==> config.mk <==
export PLATFORM = sky130hd
export DESIGN_NAME = stage_fetch
export DESIGN_NICKNAME = d
export VERILOG_FILES = /design/src/rtl/stage_fetch.sv
export SDC_FILE = /design/constraint.sdc
export NUM_CORES = 1
export LEC_CHECK = 0
export BUFFER_PORTS_ARGS = -buffer_cell sky130_fd_sc_hd__buf_2
export CORE_MARGIN = 5
export CORE_UTILIZATION = 53
export DETAILED_ROUTE_END_ITERATION = 8
export GPL_ROUTABILITY_DRIVEN = 0
export PLACE_DENSITY = 0.85
export SLEW_MARGIN = 20
export SYNTH_ARGS = -nofsm -noshare
export SYNTH_HDL_FRONTEND = slang
export SYNTH_SLANG_ARGS = --single-unit
==> constraint.sdc <==
create_clock -name CLK -period 3.62 [get_ports CLK]
set_input_delay 0.724 -clock CLK [delete_from_list [all_inputs] [get_ports CLK]]
set_output_delay 0.724 -clock CLK [all_outputs]
set_load 0.05 [all_outputs]
==> src/rtl/stage_fetch.sv <==
// Instruction fetch stage: owns the PC, reads a synchronous instruction
// memory (data returns one cycle after the address) and presents one
// instruction/PC pair per cycle to the IF/ID pipe register.
//
// Handshake: valid_o marks instruction_o/pc_o as a real instruction. The pair
// is consumed on a cycle where valid_o=1, stall_i=0 and redirect_i=0. While
// stall_i=1 the same pair stays on the outputs. redirect_i squashes whatever
// is presented in that cycle and restarts fetch at target_i.
//
// FSM: BOOT -> RUN, with HOLD used as a skid state under stall and HALT
// entered after a HALT opcode is delivered.
module stage_fetch #(
   parameter int                N           = 32,
   parameter int                PC_W        = 8,
   parameter logic [PC_W-1:0]   RESET_PC    = '0,
   parameter logic [N-1:0]      NOP_INSTR   = '0,
   parameter logic [3:0]        HALT_OPCODE = 4'hF
) (
   input  logic              CLK,
   input  logic              RST,
   input  logic              stall_i,
   input  logic              redirect_i,
   input  logic [PC_W-1:0]   target_i,
   output logic [PC_W-1:0]   imem_addr_o,
   input  logic [N-1:0]      imem_data_i,
   output logic [N-1:0]      instruction_o,
   output logic [PC_W-1:0]   pc_o,
   output logic              valid_o,
   output logic              halted_o,
   output logic [31:0]       instr_count_o,
   output logic [1:0]        dbg_state_o
);

   typedef enum logic [1:0] {
      S_BOOT = 2'd0,
      S_RUN  = 2'd1,
      S_HOLD = 2'd2,
      S_HALT = 2'd3
   } state_t;

   localparam logic [PC_W-1:0] PC_ONE = {{(PC_W-1){1'b0}}, 1'b1};

   state_t            r_state;
   logic [PC_W-1:0]   r_pc;          // address currently being read from imem
   logic [PC_W-1:0]   r_fpc;         // PC of the word imem returns this cycle
   logic [N-1:0]      r_hold_instr;  // skid copy of the stalled instruction
   logic [PC_W-1:0]   r_hold_pc;
   logic [31:0]       r_cnt;

   logic              w_valid;
   logic              w_accept;
   logic              w_run_halt;
   logic              w_hold_halt;
   logic [N-1:0]      w_instr;
   logic [PC_W-1:0]   w_pc;

   // The memory address is simply the PC register; imem data follows a cycle later.
   assign imem_addr_o = r_pc;

   // Opcode decode for the live word and for the held word.
   assign w_run_halt  = (imem_data_i[N-1 -: 4] == HALT_OPCODE);
   assign w_hold_halt = (r_hold_instr[N-1 -: 4] == HALT_OPCODE);

   // A redirect squashes the presented instruction in the same cycle; reset blanks everything.
   assign w_valid  = ~RST & ~redirect_i & ((r_state == S_RUN) | (r_state == S_HOLD));
   assign w_accept = w_valid & ~stall_i;

   // Select the presented instruction and its PC from the current state.
   always_comb begin
      w_instr = NOP_INSTR;
      w_pc    = '0;
      if (!RST) begin
         case (r_state)
            S_BOOT: begin
               w_instr = NOP_INSTR;
               w_pc    = '0;
            end
            S_RUN: begin
               w_instr = redirect_i ? NOP_INSTR : imem_data_i;
               w_pc    = r_fpc;
            end
            S_HOLD: begin
               w_instr = redirect_i ? NOP_INSTR : r_hold_instr;
               w_pc    = r_hold_pc;
            end
            S_HALT: begin
               w_instr = NOP_INSTR;
               w_pc    = r_fpc;
            end
            default: begin
               w_instr = NOP_INSTR;
               w_pc    = '0;
            end
         endcase
      end
   end

   assign instruction_o = w_instr;
   assign pc_o          = w_pc;
   assign valid_o       = w_valid;
   assign halted_o      = ~RST & (r_state == S_HALT);
   assign instr_count_o = RST ? 32'd0 : r_cnt;
   assign dbg_state_o   = r_state;

   // Fetch FSM, PC, skid register and accepted-instruction counter.
   always_ff @(posedge CLK) begin
      if (RST) begin
         r_state      <= S_BOOT;
         r_pc         <= RESET_PC;
         r_fpc        <= '0;
         r_hold_instr <= '0;
         r_hold_pc    <= '0;
         r_cnt        <= '0;
      end else begin
         if (w_accept) begin
            r_cnt <= r_cnt + 32'd1;
         end
         case (r_state)
            S_BOOT: begin
               // Stall is meaningless here: nothing is presented yet.
               if (redirect_i) begin
                  r_pc <= target_i;
               end else begin
                  r_fpc   <= r_pc;
                  r_pc    <= r_pc + PC_ONE;
                  r_state <= S_RUN;
               end
            end
            S_RUN: begin
               if (redirect_i) begin
                  r_pc    <= target_i;
                  r_state <= S_BOOT;
               end else if (stall_i) begin
                  // Capture the word now: imem data will change next cycle.
                  r_hold_instr <= imem_data_i;
                  r_hold_pc    <= r_fpc;
                  r_state      <= S_HOLD;
               end else if (w_run_halt) begin
                  r_state <= S_HALT;
               end else begin
                  r_fpc <= r_pc;
                  r_pc  <= r_pc + PC_ONE;
               end
            end
            S_HOLD: begin
               if (redirect_i) begin
                  r_pc    <= target_i;
                  r_state <= S_BOOT;
               end else if (stall_i) begin
                  r_state <= S_HOLD;
               end else if (w_hold_halt) begin
                  r_state <= S_HALT;
               end else begin
                  // The address sat at r_pc during the hold, so the next
                  // returned word is mem[r_pc] and belongs to r_fpc <= r_pc.
                  r_fpc   <= r_pc;
                  r_pc    <= r_pc + PC_ONE;
                  r_state <= S_RUN;
               end
            end
            S_HALT: begin
               if (redirect_i) begin
                  r_pc    <= target_i;
                  r_state <= S_BOOT;
               end
            end
            default: begin
               r_state <= S_BOOT;
            end
         endcase
      end
   end

endmodule

Word-level counts from Yosys, hierarchy flattened:

Index checks and enable logic that the tools add are counted.

* eq/ne operators: 18
* $add $sub $neg: 2
* mux-type cells: 33
* reductions and logical operators: 8
* bitwise logic cells: 8

Operators by type and width (number)
* $mux 32: 4
* $mux 8: 16
* $pmux 32 s3: 1
* $pmux 8 s3: 2
* $add 32x1->32 const B: 1
* $pmux 8 s4: 1
* $mux 2: 8
* $ne 2x2->1 const B: 8
* $ne 3x3->1 const B: 4
* $add 8x1->8 const B: 1
* $eq 4x4->1 const B: 2
* $pmux 2 s4: 1
* $reduce_and 8->1: 1
* $reduce_and 3->1: 2
* $reduce_and 5->1: 1
* $and 1x1->1: 4
* $eq 2x2->1 const B: 2
* $ne 4x4->1 const B: 1
* $reduce_or 2->1: 2
* $not 1->1: 3
* $reduce_bool 3->1: 1
* $eq 2x1->1 const B: 1
* $logic_not 2->1: 1
* $or 1x1->1: 1

* bits in registers: 90
* logic and storage cells: 75
* input port bits: 44

Logic depth before layout (Yosys ltp):

* depth after elaboration: 5
* mapped depth: 9

Worst setup path after synthesis:

No wires, ideal clock.

* kind: reg-to-output
* start: register r_state[1], in the netlist dbg_state_o[1]
* end: output port instruction_o[10]
* slack: 0.345 ns
* cell stages (with the launch flop): 8
* arrival time: 2.551 ns
* data required time: 2.896 ns
* cells stage by stage: dfxtp_1 inv_1 ha_1 clkbuf_1 nor2_1 clkbuf_1 a22oi_1 nor2_1

* longest elaborated chain between the ends: 4
* elaborated cells on any way between the ends: 7

Ends and longest elaborated chain
* start: declaration: RTL line 43 `state_t r_state;`
* start signal: assignment: RTL line 108 `r_state <= S_BOOT;`
* start signal: assignment: RTL line 126 `r_state <= S_RUN;`
* start signal: assignment: RTL line 132 `r_state <= S_BOOT;`
* $eq 2x2->1 or $logic_not 2->1 (tied branches): RTL line 73 `case (r_state)`
* $reduce_or 2->1 (no source line)
* $pmux 32 s3 *: RTL line 73
* $mux 32 *: RTL line 72 `if (!RST) begin`
* end: declaration: RTL line 26 `output logic [N-1:0] instruction_o,`

Every way passes the cells marked *; elsewhere a longest branch is shown, timed or not.

Final worst setup path:

* start: register r_state[0], in the netlist dbg_state_o[0]
* end: output port instruction_o[20]

The elaborated chain is that of the path after synthesis.

==> results by group <==
Detailed routing
  • Routed WL: 12.3 mm
  • Routed wire length per instance: 14.9 um
  • Vias: 4747
  • DRC errors left: 0
  • Routed vias/inst: 5.74
  • DRT antenna net count: 0
  • Iteration-0 DRC Markers: 273
  • First-pass detailed-route iteration total: 5

Synth
  • Post-synth top cells: 100 x nand2_1, 90 x dfxtp_1, 77 x nor2_1
  • Syn Area/Cell: 7.60 um2
  • Mux contribution to synthesized area: 0.0478
  • Largest family of logic cells by synthesized area: simple AND/OR/NAND/NOR gates
  • Post-synth top area share: 0.384
  • Number of synthesized flops with an enable pin: 0
  • Synthesized instance count: 617
  • Most frequent cell after synthesis: nand2_1
  • Top cells by area, synth: dfxtp_1 38%, nand2_1 8.0%, a21oi_1 6.5%
  • Synth area leader: dfxtp_1
  • Post-Synth Simple-Gate Area: 0.294
  • Mapped Nets: 669
  • Flops & latches, synth: 90
  • Unique cell type count in the Yosys netlist: 48
  • Main synth FF type: dfxtp_1
  • Register area share after synthesis: 0.384
  • YS warnings: 0
  • Adder-Cell Fraction of Synth Area: 0.0214
  • Post-Synth XOR/XNOR Area: 0.0112
  • Mapped cell area: 4690 um2
  • Post-synth ARST share: 0
  • Synth Area in Compound Gates: 0.188

Power
  • Psw: 0.000583 W
  • Power per standard cell area: 363 nW/um2
  • Worst vdd ir: 0.167 mV
  • Flop pwr share: 0.522
  • Comb pwr share: 0.147
  • Leak Pwr: 2.22 nW
  • Switch share: 0.291
  • Power Internal: 0.00142 W
  • Clk network pwr share: 0.331

Floorplan
  • Die X: 104 um
  • Core area: 8680 um2
  • DIE AREA: 10800 um2
  • Die Y-Extent: 104 um
  • IO Pins: 128
  • Starting Density: 0.540
  • Rows: 34

Timing
  • Final Critical Period: 3.35 ns
  • Hold violation count in the final report: 0
  • Post-route setup TNS: 0 ns
  • Final Max Slew Viols: 0
  • PnR worst setup slack: 0.270 ns
  • Setup violators final: 0
  • Worst slew pin tran: 0.615 ns
  • RSZ-0062 raised after global routing: no
  • Relative slew slack: 0.587
  • Fmax: 0.299 GHz
  • Worst Skew: 0.0162 ns
  • Fin crit share: 0.925

Critical path
  • CP max FO: 32
  • CP Launch Type: flip-flop
  • R2R depth: 6
  • CP Data Arrival Time: 2.63 ns
  • Worst path required time: 2.90 ns
  • Worst reg2reg setup slack: 0.63 ns
  • R2r endpoint: r_cnt[31]
  • Critical path type: reg -> out
  • RR Startpoint: dbg_state_o[0]
  • Critical Path End Type: output port

GRT
  • Global route total overflow: 0
  • Total GRT Usage: 0.216
  • Antenna violations before repair: 1
  • Vias in the first global route: 4455
  • Largest net degree at the start of global routing: 59
  • First-pass GRT wire length: 20.4 mm

Layout
  • Fraction of layout instances using a drive strength above 1: 0.242
  • Post-Layout Cell Count: 827
  • Area growth from synthesis to layout: 17.6%
  • Antenna cells: 0
  • FILL cells: 768
  • Nets: 767
  • Finished Cell Area: 5510 um2
  • Final core utilization: 0.635

Placed design
  • Placed Area: 5330 um2
  • DP HPWL: 8.84 mm
  • Placed cells: 812
  • Setup WS pre-CTS: 0.635 ns
  • Port buffer count: 127

Clock tree
  • Resize count post-CTS: 0
  • Clock Path Buffers: 2
  • Hold buffer count at cts: 0
  • Clk Latency, worst-skew pair: 0.35 ns
  • Register clock-pin slew on the reported worst setup and hold paths: 0.09 ns
  • Total CTS buffers: 9
  • Post-CTS Setup Bufs: 0
  • CTS root buffer: clkbuf_8
  • CTS tree: done
  • Clock Sinks: 90
  • Clock H-tree levels: 3

Hold path
  • Hold EP: r_hold_pc[2]
  • Hold Crit Depth: 2
  • Worst hold path startpoint: r_hold_pc[2]
  • Worst Hold Class: reg -> reg

Status
  • Status: finished clean

Run
  • Max Cap Violations: 0
## layout make-up
type | instances | area [um2] | area share
multi-input cells | 465 | 2640 | 0.479
flip-flops and latches | 90 | 1800 | 0.327
repair buffers | 134 | 691 | 0.125
well taps | 108 | 135 | 0.0245
clock buffers | 11 | 131 | 0.0238
inverters | 15 | 56.3 | 0.0102
clock inverters | 4 | 53.8 | 0.00976
## cell families (layout without fill, tap and decap cells)
logic type	Yosys count	count (layout)
adders and majority gates	8	8
DFF	90	90
muxes	20	20
buffers and inverters	62	164
and+or+nand+nor	288	288
AOI/OAI and AO/OA	143	143
xor gates and xnor gates	6	6
## placed cells by master (no fill, tap or decap), types with 15 or more instances in the layout
| cell type | count |
|---|---|
| buf_2 | 126 |
| nand2_1 | 100 |
| dfxtp_1 | 90 |
| nor2_1 | 76 |
| a21oi_1 | 61 |
| a22oi_1 | 39 |
| nor2b_1 | 24 |
| o21ai_0 | 21 |
| mux2_2 | 19 |
| nand3_1 | 18 |
| nor3_1 | 17 |
| inv_1 | 15 |
## worst max-delay path, stage by stage (launching register included)
cell and delay [ns]:
dfxtp_1 0.45, inv_1 0.18, ha_1 0.48, nand2b_1 0.16, nor2_2 0.10, buf_4 0.33, a22oi_1 0.16, nor2_1 0.13
buf_2 0.28
## layer usage
| metal | share of wire | global-route usage | up-vias |
|---|---|---|---|
| li1 | - | - | 2347 |
| met2 | 0.48 | 0.367 | 186 |
| met3 | 0.077 | 0.0639 | 17 |
| met4 | 0.012 | 0.0527 | 2 |
| met1 | 0.43 | 0.270 | 2195 |
| met5 | 0.0011 | 0 | - |
## per-stage QoR
| step | hold WS (ns) | power (W) |
|---|---|---|
| floorplan | 0.436 | 0.00127 |
| global placement | 0.442 | 0.00135 |
| detailed placement | 0.449 | 0.00136 |
| CTS | 0.462 | 0.00201 |
| global route | 0.479 | 0.00209 |
| finish | 0.459 | 0.00200 |
## power groups by stage
stage          logic (W)  clock network [W]  registers [W]
2_1_floorplan   0.000186                  0        0.00109
3_3_place_gp    0.000285                  0        0.00106
3_5_place_dp    0.000293                  0        0.00107
4_1_cts         0.000293           0.000675        0.00104
5_1_grt         0.000321           0.000716        0.00105
6_report        0.000295           0.000663        0.00104
## registers in the layout, summed over array words and instances, names as in the netlist
signal,count
dbg_state_o,2
imem_addr_o,8
r_cnt,32
r_fpc,8
r_hold_instr,32
r_hold_pc,8
## worst max path at each step
stage	from	end	slack, ns
final	dbg_state_o[0]	instruction_o[20]	0.27
after CTS	dbg_state_o[0]	instruction_o[20]	0.28
after detailed placement	dbg_state_o[0]	r_cnt[31]	0.64
after global routing	dbg_state_o[0]	instruction_o[24]	0.05
after global placement	dbg_state_o[0]	instruction_o[20]	0.74
after floorplan	dbg_state_o[1]	instruction_o[10]	0.35
(Power assumes the default switching activity.)
